<file path="src/rtl/bitrev_reorder_pkg.sv">
// bitrev_reorder_pkg: shared helpers for the bit-reversal reorder buffer
package bitrev_reorder_pkg;

    function automatic int frame_len(input int a);
        return 1 << a;
    endfunction

endpackage

</file>
<file path="src/rtl/bitrev_reorder_reverse.sv">
// reverse: combinational bit-order reversal; in - W-bit value, out - same bits in reversed order
module reverse #(
    parameter int W = 4
) (
    input  logic [W-1:0] in,
    output logic [W-1:0] out
);

    for (genvar i = 0; i < W; i++) begin : g_rev
        assign out[i] = in[W-1-i];
    end

endmodule

</file>
<file path="src/rtl/bitrev_reorder.sv">
// bitrev_reorder: ping-pong frame buffer emitting each N=2**A word frame in bit-reversed index order
// clock - rising edge; reset - async active-high; flush - sync drop of all buffered data
// in_valid/in_ready/in_data - natural-order input stream
// out_valid/out_ready/out_data/out_last - reordered output stream, out_last on word N-1
module bitrev_reorder
    import bitrev_reorder_pkg::*;
#(
    parameter int W = 8,
    parameter int A = 4
) (
    input  logic         clock,
    input  logic         reset,
    input  logic         flush,
    input  logic         in_valid,
    output logic         in_ready,
    input  logic [W-1:0] in_data,
    output logic         out_valid,
    input  logic         out_ready,
    output logic [W-1:0] out_data,
    output logic         out_last
);

    localparam int N = frame_len(A);

    logic [W-1:0] mem [2][N];
    logic         wbank, rbank;
    logic [A-1:0] wcnt, rcnt, raddr;
    logic [1:0]   full;
    logic         in_fire, out_fire;

    // a bank being drained is full, so it can never also be the write target
    assign in_ready  = !full[wbank];
    assign out_valid = full[rbank];
    assign out_data  = mem[rbank][raddr];
    assign out_last  = out_valid && &rcnt;
    assign in_fire   = in_valid && in_ready;
    assign out_fire  = out_valid && out_ready;

    reverse #(.W(A)) rev (.in(rcnt), .out(raddr));

    always_ff @(posedge clock)
        if (in_fire) mem[wbank][wcnt] <= in_data;

    // fill and drain completion always hit different banks, so both flag updates coexist
    always_ff @(posedge clock or posedge reset)
        if (reset) begin
            wbank <= 1'b0;
            rbank <= 1'b0;
            wcnt  <= '0;
            rcnt  <= '0;
            full  <= '0;
        end else if (flush) begin
            wbank <= 1'b0;
            rbank <= 1'b0;
            wcnt  <= '0;
            rcnt  <= '0;
            full  <= '0;
        end else begin
            if (in_fire) begin
                wcnt <= wcnt + 1'b1;
                if (&wcnt) begin
                    full[wbank] <= 1'b1;
                    wbank       <= !wbank;
                end
            end
            if (out_fire) begin
                rcnt <= rcnt + 1'b1;
                if (&rcnt) begin
                    full[rbank] <= 1'b0;
                    rbank       <= !rbank;
                end
            end
        end

endmodule
</file>
<file path="config.mk">
export PLATFORM = sky130hd
export DESIGN_NAME = bitrev_reorder
export DESIGN_NICKNAME = d
export VERILOG_FILES = /design/src/rtl/bitrev_reorder_pkg.sv /design/src/rtl/bitrev_reorder_reverse.sv /design/src/rtl/bitrev_reorder.sv
export SDC_FILE = /design/constraint.sdc
export NUM_CORES = 1
export LEC_CHECK = 0
export BUFFER_PORTS_ARGS = -buffer_cell sky130_fd_sc_hd__buf_2
export CORE_MARGIN = 10
export CORE_UTILIZATION = 49
export DETAILED_ROUTE_END_ITERATION = 8
export GPL_ROUTABILITY_DRIVEN = 0
export SYNTH_ARGS = -nofsm -noshare
export SYNTH_HDL_FRONTEND = slang
export SYNTH_SLANG_ARGS = --single-unit
export TNS_END_PERCENT = 10
</file>
<file path="constraint.sdc">
create_clock -name clock -period 3.6 [get_ports clock]
set_input_delay 0 -clock clock [delete_from_list [all_inputs] [get_ports clock]]
set_output_delay 0 -clock clock [all_outputs]
set_load 0.02 [all_outputs]
</file>
==> After elaboration in Yosys (flattened, before gate mapping) <==
Memories as Yosys holds them, arrays and structs flattened.
Cells that the tools add are included.
{ "word_totals": {"ramBits": 256, "register_bits": 12, "mem_count": 1, "word_cells": 68} }
{ "op_classes": {"n_bitwise": 5, "reduce_logical": 17, "add_sub_neg": 2, "mux": 31, "order_cmp": 7} }
{ "mem_list": {"columns": ["name", "depth", "width", "rd", "rd_ports_with_merged_regs", "wr", "line_no", "text"], "rows": [
  ["mem", 2, 128, 1, 0, 1, "bitrev_reorder.sv:25", "logic [W-1:0] mem [2][N];"]
]} }
{ "op_table": {"columns": ["op", "count"], "rows": [
  ["128-bit 2-to-1 mux", 1],
  ["8-bit binary-select mux with 4-bit select", 1],
  ["8-bit demux with 4-bit select", 1],
  ["8-bit 2-to-1 mux", 3],
  ["4-bit 2-to-1 mux", 4],
  ["1-bit 2-to-1 mux", 13],
  ["2-bit 2-to-1 mux", 6],
  ["5-bit greater-or-equal comparator (second input constant)", 2],
  ["4-bit NOT with 5-bit output", 2],
  ["4-bit by 1-bit adder with 4-bit output (second input constant)", 2],
  ["4-bit AND reduction", 2],
  ["2-bit nonzero test", 4],
  ["1-bit logical AND", 6],
  ["5-bit by 1-bit less-than comparator with 1-bit output (second input constant)", 1],
  ["1-bit by 2-bit less-than comparator with 1-bit output (second input constant)", 2],
  ["2-bit AND reduction", 2],
  ["1-bit logical NOT", 3],
  ["2-bit bitwise AND", 1],
  ["1-bit demux with 1-bit select", 2],
  ["1-bit greater-or-equal comparator (second input constant)", 2],
  ["2-bit NOT", 1],
  ["2-bit OR", 1]
]} }

==> Longest topological paths before layout <==
Gate-level depths: netlist of run 1.
{ "depth": {"ltp_word": 12, "ltp_mapped": 7} }

==> Modules after synthesis <==
From an unflattened synthesis of run 1, not the netlist that was laid out.
{ "unflattened": {"hier_cells": 484, "area_unflattened_um2": 10590.2} }
{ "modules_own_cells": {"columns": ["module", "seq_area_each_um2", "cells_per_inst", "instances", "area_each_um2"], "rows": [
  ["bitrev_reorder", 7987.7, 480, 1, 10560.1],
  ["reverse", 0.0, 4, 1, 30.0]
]} }

==> Worst setup path after synthesis of run 1 <==
Ideal clock, no wire load.
{ "synth_path": {"path_type": "reg2reg", "start": "reg wbank", "end": "mem mem[0][120] (netlist bit), enable pin", "slack_ps": 1343, "required_ps": 3230, "path_stages_with_launch": 6, "arrival_ps": 1887, "setup_ps": 370, "cell_sequence": "dfrtp_1 -> clkbuf_1 -> mux2_2 -> inv_1 -> nand3_1 -> nor2_1"} }
{ "synth_between": {"elab_chain_cells": 6} }
{ "synth_lines": {"columns": ["element", "line_no", "text"], "rows": [
  ["from (decl)", "bitrev_reorder.sv:26", "logic wbank, rbank;"],
  ["from (signal assigned)", "bitrev_reorder.sv:63", "wbank <= !wbank;"],
  ["1-bit 2-to-1 mux (not written as such) (2 in a row)", "bitrev_reorder.sv:32", "assign in_ready = !full[wbank];"],
  ["1-bit logical NOT", "bitrev_reorder.sv:32", null],
  ["named net in_ready", "bitrev_reorder.sv:15", "output logic in_ready,"],
  ["1-bit logical AND", "bitrev_reorder.sv:36", "assign in_fire = in_valid && in_ready;"],
  ["1-bit 2-to-1 mux", "bitrev_reorder.sv:42", "if (in_fire) mem[wbank][wcnt] <= in_data;"],
  ["128-bit 2-to-1 mux (not written as such)", "bitrev_reorder.sv:42", null],
  ["to (decl)", "bitrev_reorder.sv:25", null]
]} }
The timed path passes the listed nets, and every way through them passes these cells. The select of a mux whose other input is x is not followed.

==> Worst setup path in the final report of run 1 <==
{ "layout_path": {"start": "reg rbank", "end": "out out_data[4]"} }
{ "layout_between": {"elab_chain_cells": 4} }
{ "layout_lines": {"columns": ["element", "line_no", "text"], "rows": [
  ["from (decl)", "bitrev_reorder.sv:26", null],
  ["from (signal assigned)", "bitrev_reorder.sv:70", "rbank <= !rbank;"],
  ["memory read 2 x 128 bit", null, null],
  ["8-bit binary-select mux with 4-bit select", "bitrev_reorder.sv:34", "assign out_data = mem[rbank][raddr];"],
  ["8-bit 2-to-1 mux (not written as such) (2 in a row)", "bitrev_reorder.sv:34", null],
  ["to (decl)", "bitrev_reorder.sv:19", "output logic [W-1:0] out_data,"]
]} }
Every way passes these cells. The select of a mux whose other input is x is not followed.

==> reports/qor.yml, run 1 <==
worst_pin_slew_ns: 1.01
hp-class: "in -> reg"
netlist_instances: 482
cts.sinks: 268
synth.most_common_cell: "edfxtp_1"
finalHoldViolations: 0
cts.clk_slew.worst_paths_ns: 0.06
worst-r2r-cell-count: 4
synth_top_family_by_area: "multiplexers"
avgViaCountPerCell: 5.85
dp_hpwl_mm: 13.7
synth-compound-area-share: 0.0141
cp.arrival_ns: 3.28
skew_ns: 0.0172
synthDistinctLibCells: 31
ant_nets: 0
top_layer: "met4"
timing.rr.start: "wbank"
cp.required_ns: 3.60
grt_pass1_wl_mm: 33.7
fillers: 1582
antenna_found_initial: 1
cts_buffers: 27
fp-row-count: 53
route.met2.wl_mm: 10.5
die_h_microns: 167
start_util: 0.503
cellPowerDensity_nw_per_um2: 508
r2r_end: "mem[1][85]"
leakagePower_nw: 3.73
worstSetupStartpointType: "flip-flop"
wl_met1_mm: 9.83
syn2layout_area_growth_pct: 12.6
wl_met3_mm: 1.48
synth_mux_area_frac: 0.184
grt_pass1_vias: 5148
cts_buffer_depth: 3
peakVddDrop_v: 0.000353
syn_area_sq_um: 10600
die_area_sq_um: 28000
path_class: "reg -> out"
hold_ws_ns: 0.0205
crit_path_end_kind: "primary output"
core_sq_um: 21200
grt_setup_unrepaired: "no"
fin_tns_setup_ns: 0
drtPass1Iterations: 4
maxCapViolCount: 0
clkLatencyLatePin_ns: 0.52
synth_edf_count: 256
synth_fa_ha_area_frac: 0.00588
synth_largest_area_cell: "edfxtp_1"
crit_start: "rbank"
synth_ff_type: "edfxtp_1"
syn_area_per_cell_sq_um: 22.1
cts_tree: "done"
cp_max_fo: 34
syn_nets: 500
fin_util: 0.566
synth_xor_area_frac: 0
fmax_mhz: 305
dr_total_vias: 4848
fin_nets: 554
cts_resized: 0
cts_root_buffer: "clkbuf_16"
ys_async_sr_fraction: 0.0448
r2r_slack_ns: 0.84
post-route-drc-count: 0
setup_viol: 0
wirelength_mm: 22.0
io_pins: 24
slew_violations: 0
synth_commonest_cells: "edfxtp_1 (256), mux4_2 (68), nor2_1 (34), clkbuf_1 (13)"
grt_remaining_overflow: 0
period_minus_slack_ns: 3.28
synthTopCellsByArea: "edfxtp_1 (72%), mux4_2 (14%), mux4_1 (3.0%), dfrtp_1 (2.8%), nor2_1 (1.2%)"
synthesis.yosys.warnings: 0
grt_util_all_layers: 0.158
outcome: "finished clean"
ys_ff_latch: 268
synth_simple_gate_area_frac: 0.0265
grt_start_max_net_pins: 50
yosys.area.top_type_share: 0.723
wl_per_cell_microns: 26.6
num_antenna_cells: 0
drive_gt1_frac: 0.287
finalCritPeriodShare: 0.911
die_w_microns: 167
cts_max_level: 1
io_buffer_count: 23
seq_area_frac_synth: 0.751
slew_headroom: 0.324
crit_path_end: "out_data[4]"
drt_iter0_drc: 429
worst min-delay path by stage:
| stage | from | endpoint | slack (ns) | cells after the start |
|---|---|---|---|---|
| 2_1_floorplan | reset | full[0] | -0.14 | 1 |
| 3_3_place_gp | reset | wcnt[1] | 0.02 | 2 |
| 3_5_place_dp | reset | wcnt[1] | 0.04 | 2 |
| 4_1_cts | in_data[6] | mem[0][22] | 0.01 | 1 |
| 5_1_grt | in_data[6] | mem[0][22] | 0.03 | 1 |
| 6_report | in_data[6] | mem[1][22] | 0.02 | 1 |
flip-flops by register name (all words and copies together) (netlist names):
register and flops:
mem 256, rcnt 4, wcnt 4, full 2, rbank 1, wbank 1
area by class of cell:
| type | instances | area (sq um) | area share |
|---|---|---|---|
| tap | 275 | 344 | 0.0288 |
| clock inverter | 16 | 93.8 | 0.00784 |
| timing repair buffer | 49 | 348 | 0.0291 |
| sequential | 268 | 7990 | 0.668 |
| inverter | 12 | 45.0 | 0.00376 |
| clock buffer | 31 | 691 | 0.0577 |
| multi-input combinational | 178 | 2450 | 0.205 |
stage by stage:
stage / instances / total power [mW] / cell area [sq um] / setup WS, ns
2_1_floorplan: 482 / 3.55 / 10600 / 1.34
3_3_place_gp: 777 / 3.63 / 11100 / 0.816
3_5_place_dp: 777 / 3.64 / 11100 / 0.781
4_1_cts: 829 / 6.13 / 12000 / 0.223
5_1_grt: 829 / 6.27 / 12000 / 0.118
6_report: 829 / 6.08 / 12000 / 0.322
power by group:
part	switching (mW)	internal (mW)	total, mW
logic	0.0971	0.0384	0.135
clock network	1.08	1.43	2.51
registers	0.00515	3.43	3.44
total	1.18	4.90	6.08
critical path, cell delays in order (launching register included):
cell and delay, ns:
dfrtp_4 0.84, buf_4 0.36, mux4_2 0.55, mux4_2 0.52, mux2_2 0.29, buf_2 0.16
routing by layer:
metal	GRT usage	vias to the layer above
met5	0	-
met4	0.0310	0
met3	0.0257	22
met2	0.242	115
met1	0.237	2572
li1	-	2139
cells in the final DEF (no fill, tap or decap):
master         count
a311oi_1           1
nor2_1            34
nand3_1           11
dfrtp_2            1
clkinv_2           6
edfxtp_1         256
o31a_1             1
buf_2             23
or3_1              2
o31ai_1            4
nand2_1            3
inv_1             12
dlygate4sd3_1      5
ha_1               5
dfrtp_4            1
o41a_1             1
clkbuf_1           4
or3b_2             1
dfrtp_1           10
or4_1              5
a211oi_1           1
mux4_1            12
mux2_2             9
a21oi_1            9
mux4_2            68
nand3b_1           3
mux2i_1            1
bufinv_16          1
buf_12             2
nor4_1             1
clkinv_1           9
buf_4             19
o21ba_2            1
o41ai_1            1
clkbuf_16         27
o21ai_0            4
cell families (layout without fill, tap and decap cells):
family	Yosys count	count (layout)
flip-flops	268	268
multiplexers	90	90
AND/OR/NAND/NOR	60	60
buffers and inverters	36	108
AO/OA/AOI/OAI	23	23
adder cells (fa/ha/maj)	5	5
timing repair:
| action | CTS | global route |
|---|---|---|
| hold buffers | 5 | 0 |
| endpoints found under the setup margin | 0 | 0 |
| setup buffers | 0 | 0 |
| hold endpoints to repair | 24 | 0 |
(Power assumes the default switching activity.)
==> inputs of run 2 (changes only) <==
--- a/config.mk
+++ b/config.mk
@@ -6,7 +6,6 @@
 export NUM_CORES = 1
 export LEC_CHECK = 0
 export BUFFER_PORTS_ARGS = -buffer_cell sky130_fd_sc_hd__buf_2
-export CORE_MARGIN = 10
 export CORE_UTILIZATION = 49
 export DETAILED_ROUTE_END_ITERATION = 8
 export GPL_ROUTABILITY_DRIVEN = 0
==> reports/qor.yml, run 2 (synthesis gave the netlist of run 1 again) <==
finalCritPeriodShare: 0.892
setup_viol: 0
stdcell_area_sq_um: 12100
antenna_found_initial: 2
dpl_cell_area_sq_um: 11200
avgViaCountPerCell: 6.10
grt_start_max_net_pins: 34
layout_common_cells: "edfxtp_1 (256), mux4_2 (68), nor2_1 (34), buf_4 (34), clkbuf_16 (27)"
dp_hpwl_mm: 14.5
cts_tree: "done"
grt_pass1_wl_mm: 34.0
cts.sinks: 268
setup_ws_ns: 0.387
maxCapViolCount: 0
num_antenna_cells: 0
slew_violations: 0
io_pins: 24
cts_buffer_depth: 3
io_buffer_count: 23
period_minus_slack_ns: 3.21
cts_root_buffer: "clkbuf_16"
post_cts_buffers: 0
path_cells: "buf_4 > mux4_2 > mux4_2 > mux2_2 > buf_2"
slew_headroom: 0.508
final_common_cell: "edfxtp_1"
dr_total_vias: 5127
fp-row-count: 53
die_h_microns: 149
worstSetupStartpointType: "flip-flop"
total_power_mw: 6.08
cts_max_level: 1
crit_top_cell: "mux4_2"
crit_path_end_kind: "primary output"
syn2layout_area_growth_pct: 13.4
dpl_worst_slack_ns: 0.927
cts_buffers: 27
finalHoldViolations: 2
largestRegisters: "mem: 256 flops, rcnt: 4 flops, wcnt: 4 flops"
grt_util_all_layers: 0.216
fmax_mhz: 311
leakagePower_nw: 3.79
post-route-drc-count: 0
worst_pin_slew_ns: 0.738
wl_per_cell_microns: 27.1
drive_gt1_frac: 0.300
wirelength_mm: 22.8
path_class: "reg -> out"
cpPeakStageDelay_ns: 0.74
fin_util: 0.570
drt_iter0_drc: 436
hp-class: "in -> reg"
largest_reg_flops: 256
cts_resized: 0
cp.required_ns: 3.60
cp.arrival_ns: 3.21
violations: "hold timing"
peakVddDrop_v: 0.000359
outcome: "finished with violations"
die_area_sq_um: 22300
grt_remaining_overflow: 0
drtPass1Iterations: 4
cts.clk_slew.worst_paths_ns: 0.06
top_register: "mem"
ant_nets: 0
core_sq_um: 21200
die_w_microns: 149
cp_max_fo: 30
fin_tns_setup_ns: 0
fin_nets: 568
start_util: 0.503
grt_setup_unrepaired: "no"
grt_pass1_vias: 5294
cp_slowest_cell: "dfrtp_2"
hold_ws_ns: -0.00115
cellPowerDensity_nw_per_um2: 505
clkLatencyLatePin_ns: 0.53
skew_ns: 0.0166
cts_hold_buffers: 5
run 2: worst max-delay path: cells and delay by family, from the launching register on:
family / cells / cell delay (ns)
mux: 3 / 1.25
flops: 1 / 0.74
buf+inv: 2 / 0.69
run 2: final timing paths:
path                       startpoint           to  slack (ns)  cells after the start
setup reg to reg                wbank   mem[1][36]        1.09                      4
min in group asynchronous       reset        wbank        0.01                      3
setup / recovery              rcnt[3]  out_data[2]        0.39                      5
hold / removal             in_data[1]  mem[1][113]      -0.001                      1
hold reg to reg               full[0]      full[0]        0.59                      2
max in group asynchronous       reset        rbank        3.22                      3
run 2: report_power, final:
| group | total [mW] | switching [mW] | internal (mW) |
|---|---|---|---|
| clock | 2.51 | 1.07 | 1.43 |
| combinational | 0.136 | 0.0971 | 0.0386 |
| sequential | 3.44 | 0.00582 | 3.43 |
run 2: final cells by class:
class / count / area [sq um]
clock inverters: 11 / 75.1
fillers: 1569 / 9100
well taps: 275 / 344
clock buffers: 34 / 702
repair buffers: 63 / 440
flip-flops and latches: 268 / 7990
multi-input cells: 178 / 2450
inverters: 12 / 45.0
run 2: stage by stage:
stage / hold WS (ns) / cells
5_1_grt: 0.0276 / 841
4_1_cts: 0.00619 / 841
3_3_place_gp: 0.0355 / 791
6_report: -0.00115 / 841
2_1_floorplan: -0.135 / 482
3_5_place_dp: 0.0401 / 791
run 2: layer usage:
metal | wire, microns | track usage | vias to the layer above | part of all wire
met2 | 10800 | 0.335 | 180 | 0.47
met3 | 1650 | 0.0446 | 23 | 0.072
met4 | 206 | 0.0388 | 2 | 0.0091
li1 | - | - | 2172 | -
met5 | 12 | 0 | - | 0.00053
met1 | 10100 | 0.322 | 2750 | 0.44
